## src/rtl/ball_hit_detector.sv

```systemverilog
// Per-frame ball/object overlap detector: classifies overlap pixels into {L,T,R,B} sides and reports once per frame.
// Latency: report registered one cycle after startOfFrame; accumulators update on the cycle of each overlap pixel.
// Backpressure: level hit_valid held until hit_ack; a new publish overwrites an unacked report and sets sticky overrun.
module ball_hit_detector #(
    parameter int N_OBJ          = 4,
    parameter int BALL_W         = 64,
    parameter int BALL_H         = 64,
    parameter int EDGE           = 8,
    parameter int HOLDOFF_FRAMES = 2
) (
    input  logic             clk,
    input  logic             resetN,
    input  logic             startOfFrame,
    input  logic             ball_draw,
    input  logic [N_OBJ-1:0] obj_draw,
    input  logic [10:0]      ball_offset_x,
    input  logic [10:0]      ball_offset_y,
    input  logic             hit_ack,
    output logic             hit_valid,
    output logic [3:0]       hit_sides,
    output logic [N_OBJ-1:0] hit_obj,
    output logic [7:0]       hit_pixels,
    output logic             overrun
);

    // Offset thresholds at the offset port width so every compare is 11-bit.
    localparam logic [10:0] LP_W     = 11'(BALL_W);
    localparam logic [10:0] LP_H     = 11'(BALL_H);
    localparam logic [10:0] LP_EDGE  = 11'(EDGE);
    localparam logic [10:0] LP_RIGHT = 11'(BALL_W - EDGE);
    localparam logic [10:0] LP_BOT   = 11'(BALL_H - EDGE);

    // Hold-off counter sized for HOLDOFF_FRAMES, never narrower than one bit.
    localparam int              CNT_W      = (HOLDOFF_FRAMES > 0) ? $clog2(HOLDOFF_FRAMES + 1) : 1;
    localparam logic [CNT_W-1:0] LP_HOLD   = CNT_W'(HOLDOFF_FRAMES);
    localparam logic [CNT_W-1:0] LP_ONE    = CNT_W'(1);
    localparam bit               LP_HOLD_EN = (HOLDOFF_FRAMES > 0);

    typedef enum logic {
        ST_ARMED   = 1'b0,
        ST_HOLDOFF = 1'b1
    } state_t;

    state_t             r_state;
    state_t             w_state_nxt;
    logic [CNT_W-1:0]   r_hold_cnt;
    logic [CNT_W-1:0]   w_hold_nxt;

    logic [3:0]         r_acc_sides;
    logic [N_OBJ-1:0]   r_acc_obj;
    logic [7:0]         r_acc_pix;

    logic               w_in_box;
    logic               w_overlap;
    logic [3:0]         w_sides;
    logic               w_publish;
    logic               w_acc_en;

    // Pixels outside the ball box never count, even if both requests are high.
    assign w_in_box  = (ball_offset_x < LP_W) && (ball_offset_y < LP_H);
    assign w_overlap = ball_draw && (|obj_draw) && w_in_box;

    // Side bits in {L,T,R,B} order; corners light two bits, the centre none.
    assign w_sides = {(ball_offset_x <  LP_EDGE),
                      (ball_offset_y <  LP_EDGE),
                      (ball_offset_x >= LP_RIGHT),
                      (ball_offset_y >= LP_BOT)};

    // State register: arm/hold-off mode and remaining hold-off frames.
    always_ff @(posedge clk or negedge resetN) begin
        if (!resetN) begin
            r_state    <= ST_ARMED;
            r_hold_cnt <= '0;
        end else begin
            r_state    <= w_state_nxt;
            r_hold_cnt <= w_hold_nxt;
        end
    end

    // Next state: transitions happen only at frame boundaries.
    always_comb begin
        w_state_nxt = r_state;
        w_hold_nxt  = r_hold_cnt;
        if (startOfFrame) begin
            case (r_state)
                ST_ARMED: begin
                    if (LP_HOLD_EN && (|r_acc_obj)) begin
                        w_state_nxt = ST_HOLDOFF;
                        w_hold_nxt  = LP_HOLD;
                    end
                end
                ST_HOLDOFF: begin
                    if (r_hold_cnt == LP_ONE) begin
                        w_state_nxt = ST_ARMED;
                        w_hold_nxt  = '0;
                    end else begin
                        w_hold_nxt  = r_hold_cnt - LP_ONE;
                    end
                end
                default: begin
                    w_state_nxt = ST_ARMED;
                    w_hold_nxt  = '0;
                end
            endcase
        end
    end

    // Outputs of the FSM: publish strobe and accumulate enable. A pixel on the
    // startOfFrame cycle belongs to the new frame, so it is accepted only if the
    // frame being entered is an armed one.
    always_comb begin
        w_publish = startOfFrame && (r_state == ST_ARMED);
        w_acc_en  = w_overlap && (w_state_nxt == ST_ARMED);
    end

    // Frame accumulators: restart at each frame boundary, OR/saturate within a frame.
    always_ff @(posedge clk or negedge resetN) begin
        if (!resetN) begin
            r_acc_sides <= '0;
            r_acc_obj   <= '0;
            r_acc_pix   <= '0;
        end else if (startOfFrame) begin
            r_acc_sides <= w_acc_en ? w_sides  : 4'b0000;
            r_acc_obj   <= w_acc_en ? obj_draw : '0;
            r_acc_pix   <= w_acc_en ? 8'd1     : 8'd0;
        end else if (w_acc_en) begin
            r_acc_sides <= r_acc_sides | w_sides;
            r_acc_obj   <= r_acc_obj | obj_draw;
            r_acc_pix   <= (r_acc_pix == 8'hFF) ? r_acc_pix : r_acc_pix + 8'd1;
        end
    end

    // Report register and handshake: publish beats a same-cycle ack, overwrite of an unacked report is sticky-flagged.
    always_ff @(posedge clk or negedge resetN) begin
        if (!resetN) begin
            hit_valid  <= 1'b0;
            hit_sides  <= '0;
            hit_obj    <= '0;
            hit_pixels <= '0;
            overrun    <= 1'b0;
        end else if (w_publish) begin
            hit_valid  <= 1'b1;
            hit_sides  <= r_acc_sides;
            hit_obj    <= r_acc_obj;
            hit_pixels <= r_acc_pix;
            if (hit_valid && !hit_ack) begin
                overrun <= 1'b1;
            end
        end else if (hit_valid && hit_ack) begin
            hit_valid  <= 1'b0;
        end
    end

endmodule

```

## config.mk

```make
export PLATFORM = sky130hd
export DESIGN_NAME = ball_hit_detector
export DESIGN_NICKNAME = d
export VERILOG_FILES = /design/src/rtl/ball_hit_detector.sv
export SDC_FILE = /design/constraint.sdc
export NUM_CORES = 1
export LEC_CHECK = 0
export CAP_MARGIN = 20
export CELL_PAD_IN_SITES_DETAIL_PLACEMENT = 2
export CELL_PAD_IN_SITES_GLOBAL_PLACEMENT = 2
export CORE_AREA = 5 5 83 85
export CTS_CLUSTER_SIZE = 10
export DETAILED_ROUTE_END_ITERATION = 10
export DIE_AREA = 0 0 88 90
export PLACE_DENSITY_LB_ADDON = 0.15
export RECOVER_POWER = 25
export SLEW_MARGIN = 30
export SYNTH_ARGS = -nofsm -noshare
export SYNTH_HDL_FRONTEND = slang
export SYNTH_SLANG_ARGS = --single-unit
```

## constraint.sdc

```tcl
create_clock -name clk -period 3 [get_ports clk]
set_clock_uncertainty 0.2 [all_clocks]
set_input_delay 0.6 -clock clk [delete_from_list [all_inputs] [get_ports clk]]
set_output_delay 0.6 -clock clk [all_outputs]
set_load 0.02 [all_outputs]
```

======== Word level (Yosys, flattened, before mapping) ========
Cells that the tools add are included.
word-level totals
  memory bits (writable) .................. 0
  input port bits ......................... 31
  bits in latches ......................... 0
  bits in registers ....................... 37
  memories kept ........................... 0
  memory bits (read-only) ................. 0
  word-level logic and storage cells ...... 60
  output and inout bits ................... 18
cells by class
  reduce and logical (&&, ||, !) cells .... 15
  bitwise operators ....................... 4
  equal/unequal tests ..................... 4
  shift-type cells ........................ 0
  magnitude comparators ................... 6
  multipliers ............................. 0
  divide/modulo/power cells ............... 0
  add/sub/neg operators ................... 2
  mux-type cells .......................... 19
operator list
  cell                                                                     number
  4-bit two-way mux                                                        6
  8-bit two-way mux                                                        3
  11-bit by 6-bit >= comparator with 1-bit output (second input constant)  2
  11-bit by 4-bit < comparator with 1-bit output (second input constant)   2
  11-bit by 7-bit < comparator with 1-bit output (second input constant)   2
  8-bit by 1-bit adder with 8-bit output (second input constant)           1
  8-bit == test (second input constant)                                    1
  4-bit OR                                                                 2
  4-bit OR reduction                                                       2
  1-bit logical AND                                                        7
  1-bit two-way mux                                                        6
  2-bit AND reduction                                                      3
  2-bit two-way mux                                                        2
  2-bit inequality test (second input constant)                            2
  2-bit case mux with 2 select lines                                       1
  2-bit nonzero test                                                       2
  2-bit by 1-bit == test with 1-bit output (second input constant)         1
  1-bit NOT                                                                2
  1-bit case mux with 2 select lines                                       1
  2-bit by 1-bit subtractor with 2-bit output (second input constant)      1
  1-bit zero test                                                          1

======== Logic depth before layout (Yosys ltp) ========
  depth after elaboration ................. 8
  gate-level depth with buffers ........... 8
  gate-level depth less buffers ........... 7

======== Worst setup path after synthesis ========
No wires, ideal clock.
  path type ............................... input to register
  start ................................... input ball_offset_y[9]
  end ..................................... register r_acc_pix[5]
  data arrival time ....................... 2060 ps
  cell stages on the path ................. 5
  data required time ...................... 2675 ps
  slack ................................... 615 ps
  cells stage by stage .................... or4_4 -> nor3_4 -> nand4_4 -> nor3_1 -> mux2_2
between the ends
  word-level cells in the longest chain between the ends .. 6
ends and longest elaborated chain
  what                                            RTL line  text
  start, declared                                 17        input logic [10:0] ball_offset_y,
  11-bit by 7-bit < comparator with 1-bit output  60        assign w_in_box = (ball_offset_x < LP_W) && (ball_offset_y < LP_H);
  1-bit logical AND                               60
  1-bit logical AND                               61        assign w_overlap = ball_draw && (|obj_draw) && w_in_box;
  1-bit logical AND                               113       w_acc_en = w_overlap && (w_state_nxt == ST_ARMED);
  2-bit nonzero test (no line)                    n/a
  2-bit AND reduction (no line)                   n/a
  end signal, assigned                            125       r_acc_pix <= w_acc_en ? 8'd1 : 8'd0;
  end signal, assigned                            129       r_acc_pix <= (r_acc_pix == 8'hFF) ? r_acc_pix : r_acc_pix + 8'd1;
  end, declared                                   51        logic [7:0] r_acc_pix;
No other way between the ends.
A chain may end at the register's enable or synchronous reset.

======== Final worst setup path ========
Same ends and word-level chain as after synthesis.

==> results.txt <==
* Highest achievable clock rate: 379 MHz
- Max-cap violations in this run came to 1.
- Total power: 0.947 mW
- Cell type with the highest aggregate area in the netlist: sky130_fd_sc_hd__dfrtp_1
* GR Overflow Total: 0
* Initial standard-cell utilization of the core: 0.270
- Inserted Clock Buffers: 5
- At the later pin of the worst-skew pair, clock insertion delay measures 0.29 ns.
- Global-route met2 utilization: 0.212
* Area share of the largest cell type after synthesis: 0.560
* Violated checks: capacitance limit, slew limit
- Final total negative setup slack: 0 ns
- R2R depth: 5
- Across every metal layer, demand over resource in global routing totals 0.128.
- For this run, global-route usage on met1 was measured as 0.161.
* Mean number of vias per cell: 4.91
- Clock tree from TritonCTS: done
- Commonest register cell after synthesis: sky130_fd_sc_hd__dfrtp_1
* Initial antenna violation count: 0
- In this run the power density over the cells is 417 nW/µm².
- Drt total wl: 4.70 mm
- Critical path launch point type: primary input
* Data required, critical path: 2.98 ns
- Post-CTS repair changed the size of 0 cells.
- Averaged over all synthesized cells, the footprint is 9.96 µm².
* Count of boundary I/O pins: 49
* Unrepaired setup endpoints after global routing: false
* Register-to-register path setup slack: 0.62 ns
- The cell sitting at the root of the clock tree is a sky130_fd_sc_hd__clkbuf_8.
* Std-Cell Core Area: 6130 µm²
- Of the cells placed in the final design, the portion with a size suffix greater than 1 is 0.101.
- Detailed router's first-iteration violation count: 22
- After clock tree synthesis, the clock-pin slew on the worst setup and hold paths is 0.08 ns.
- Once detail routing completed, the nets flagged for antenna violations numbered 0.
* Total via count in the routed design: 1443
* Part of the total power dissipated in sequential elements: 0.542
- The filler cells instantiated in the layout total 662.
- After synthesis the cells add up to 1650 µm².
- Setup violations remaining at the end of the flow were counted as 0.
- Number of buffers inserted by hold repair at cts: 0
- By instance count, the leading cell after synthesis is sky130_fd_sc_hd__nand2_1.
- The worst-case IR drop observed on VDD is 173 µV.
- Cell-internal power: 0.713 mW
- The critical path is of the primary input to register type.
- H-tree depth: 2
- Cells after DPL: 286
* Area growth from synthesis to layout: 37.3%
- Summed over all nets, the half-perimeter wirelength after detailed placement is 3.55 mm.
- Count of synthesis-stage warnings from yosys: 0
- Die Y-Extent: 90 µm
* Sink count of the clock tree: 37
- Data arrival time of the critical path: 2.62 ns
* Post-synthesis async set-or-reset flop share: 1.00
- The via count of the first global-routing pass came to 1646.
- Counting along the longest clock path gives a buffer depth of 2.
* Final min period: 2.64 ns
- Wirelength per Cell: 16.0 µm
- List of most frequent post-synthesis cells: sky130_fd_sc_hd__nand2_1, sky130_fd_sc_hd__dfrtp_1, sky130_fd_sc_hd__nand3_1, sky130_fd_sc_hd__o21ai_0
- Cell count after synthesis: 166
* Number of synthesized register bits: 37
* Final hold violation count: 0
- Diodes inserted: 0
- Along the worst hold path, the cell count comes to 2.
- Of the total power, the clock network draws 0.361.
* Worst rel slew slack: -0.369
* Area contributors post-synth: sky130_fd_sc_hd__dfrtp_1, sky130_fd_sc_hd__nand2_1, sky130_fd_sc_hd__a32o_1
- The worst register-to-register path ends at r_acc_pix[5].
* Area taken by multi-input logic gates: 684 µm²
* Horizontal extent of the die: 88 µm
- Register area share after synthesis: 0.560
- Final critical-path share of the clock period: 0.879
- Worst min-delay path startpoint: hit_pixels[2]
- Port buffering added 42 buffers.
- Total area of sequential cells: 926 µm²
* Net load switching power: 0.235 mW
* Worst reg2reg path startpoint: r_acc_obj[0]
- Result of the run: finished, violations left
- Total die area: 7920 µm²
- Measured slew at the worst slew-check pin: 2.05 ns
- Number of nets in the layout: 249
* DRC Markers: 0
- Post-CTS Setup Bufs: 0
- The final count of pins violating max slew came to 38.
- Hold Path Class: register to register
* Final estimated routing congestion in global placement: 0.741
- After synthesis, the netlist uses 37 different library cells.
- Initial DRT Pass Iterations: 4
- Highest fanout seen on the critical path: 10
- The first global-routing pass estimated 7.99 mm of wire.
- Syn_nets: 199
- Static leakage: 1.01 nW
- The floorplan has 29 rows.
* Switching Fraction: 0.248
* Count of flip-flops with a built-in enable after synthesis: 0
- Combinational group share of total power: 0.097
- GRT met3 Usage: 0.0302
- Entering global routing, the biggest net connects 38 pins.
* Endpoint class of the critical path: register
- Hold is met by 0.278 ns.
- The layer flagged by global routing as most heavily used is met2.
- Hold worst-path end: hit_pixels[2]
- Leaving out filler cells and counting taps, the final layout contains 294.
## cells by family (layout without fill, tap and decap cells)
kind of cell | count (synthesis) | in the layout | synth area share
AOI/OAI and AO/OA | 25 | 25 | 0.108
adders and majority gates | 2 | 2 | 0.0151
buffers and inverters | 11 | 62 | 0.0265
DFF | 37 | 37 | 0.560
muxes | 2 | 2 | 0.0129
and+or+nand+nor | 89 | 89 | 0.278
## through the flow
stage	util	instance area, µm²	setup WS, ns
final	0.370	2270	0.362
after global routing	0.370	2270	0.183
after floorplan	-	1650	0.615
after detailed placement	0.357	2190	0.0259
after CTS	0.371	2270	0.334
after global placement	0.357	2190	0.126
## routing by layer
| layer | vias to the layer above | routed length (µm) |
|---|---|---|
| li1 | 681 | - |
| met1 | 730 | 2000 |
| met2 | 27 | 2450 |
| met3 | 5 | 185 |
| met4 | 0 | 63 |
| met5 | - | 0 |
## power by group through the flow
stage / logic, mW / registers (mW) / clock network (mW)
5_1_grt: 0.103 / 0.515 / 0.380
2_1_floorplan: 0.0313 / 0.523 / 0
3_3_place_gp: 0.0897 / 0.523 / 0
4_1_cts: 0.0963 / 0.514 / 0.354
3_5_place_dp: 0.0958 / 0.524 / 0
6_report: 0.0916 / 0.514 / 0.342
## layout make-up
| cell class | instances | area share |
|---|---|---|
| clock inverter | 2 | 0.00441 |
| inverter | 6 | 0.00992 |
| sequential | 37 | 0.408 |
| timing repair buffer | 48 | 0.202 |
| multi-input combinational | 118 | 0.301 |
| clock buffer | 6 | 0.0320 |
| tap | 77 | 0.0424 |
## worst max-delay path, cell delays in order
cell                              delay (ns)
sky130_fd_sc_hd__clkdlybuf4s50_1        0.41
sky130_fd_sc_hd__or4_4                  0.57
sky130_fd_sc_hd__nor3_4                 0.24
sky130_fd_sc_hd__nand4_4                0.21
sky130_fd_sc_hd__nor3_1                 0.22
sky130_fd_sc_hd__mux2_2                 0.36
## flip-flops by register name, summed over array words and instances, names as in the netlist
register     cells
r_hold_cnt       2
hit_obj          4
hit_sides        4
r_acc_obj        4
hit_valid        1
r_acc_sides      4
r_state          1
r_acc_pix        8
hit_pixels       8
overrun          1
## placed cells by master, fill, tap and decap left out, drive strengths merged, types with 4 or more instances in the layout
cell type      synthesis  final
nand3                  6      6
buf                    2      6
a21oi                  5      5
nor2b                  4      4
o21ai                  6      6
clkbuf                 3      7
dfrtp                 37     37
a22o                   4      4
clkdlybuf4s50          0     41
inv                    5      5
nand2                 51     51
or4                    4      4
nor2                   5      5
nor3                   5      5
## how the worst max path moves through the flow
stage,start,end,slack [ns],cells after the start
2_1_floorplan,ball_offset_y[9],r_acc_pix[5],0.62,5
3_3_place_gp,ball_offset_y[9],r_acc_pix[5],0.13,6
3_5_place_dp,ball_offset_y[9],r_acc_pix[5],0.03,6
4_1_cts,ball_offset_y[9],r_acc_pix[5],0.33,6
5_1_grt,resetN,r_acc_sides[0],0.18,1
6_report,ball_offset_y[9],r_acc_pix[5],0.36,6
Note: power is estimated with default switching activity, not from simulation.
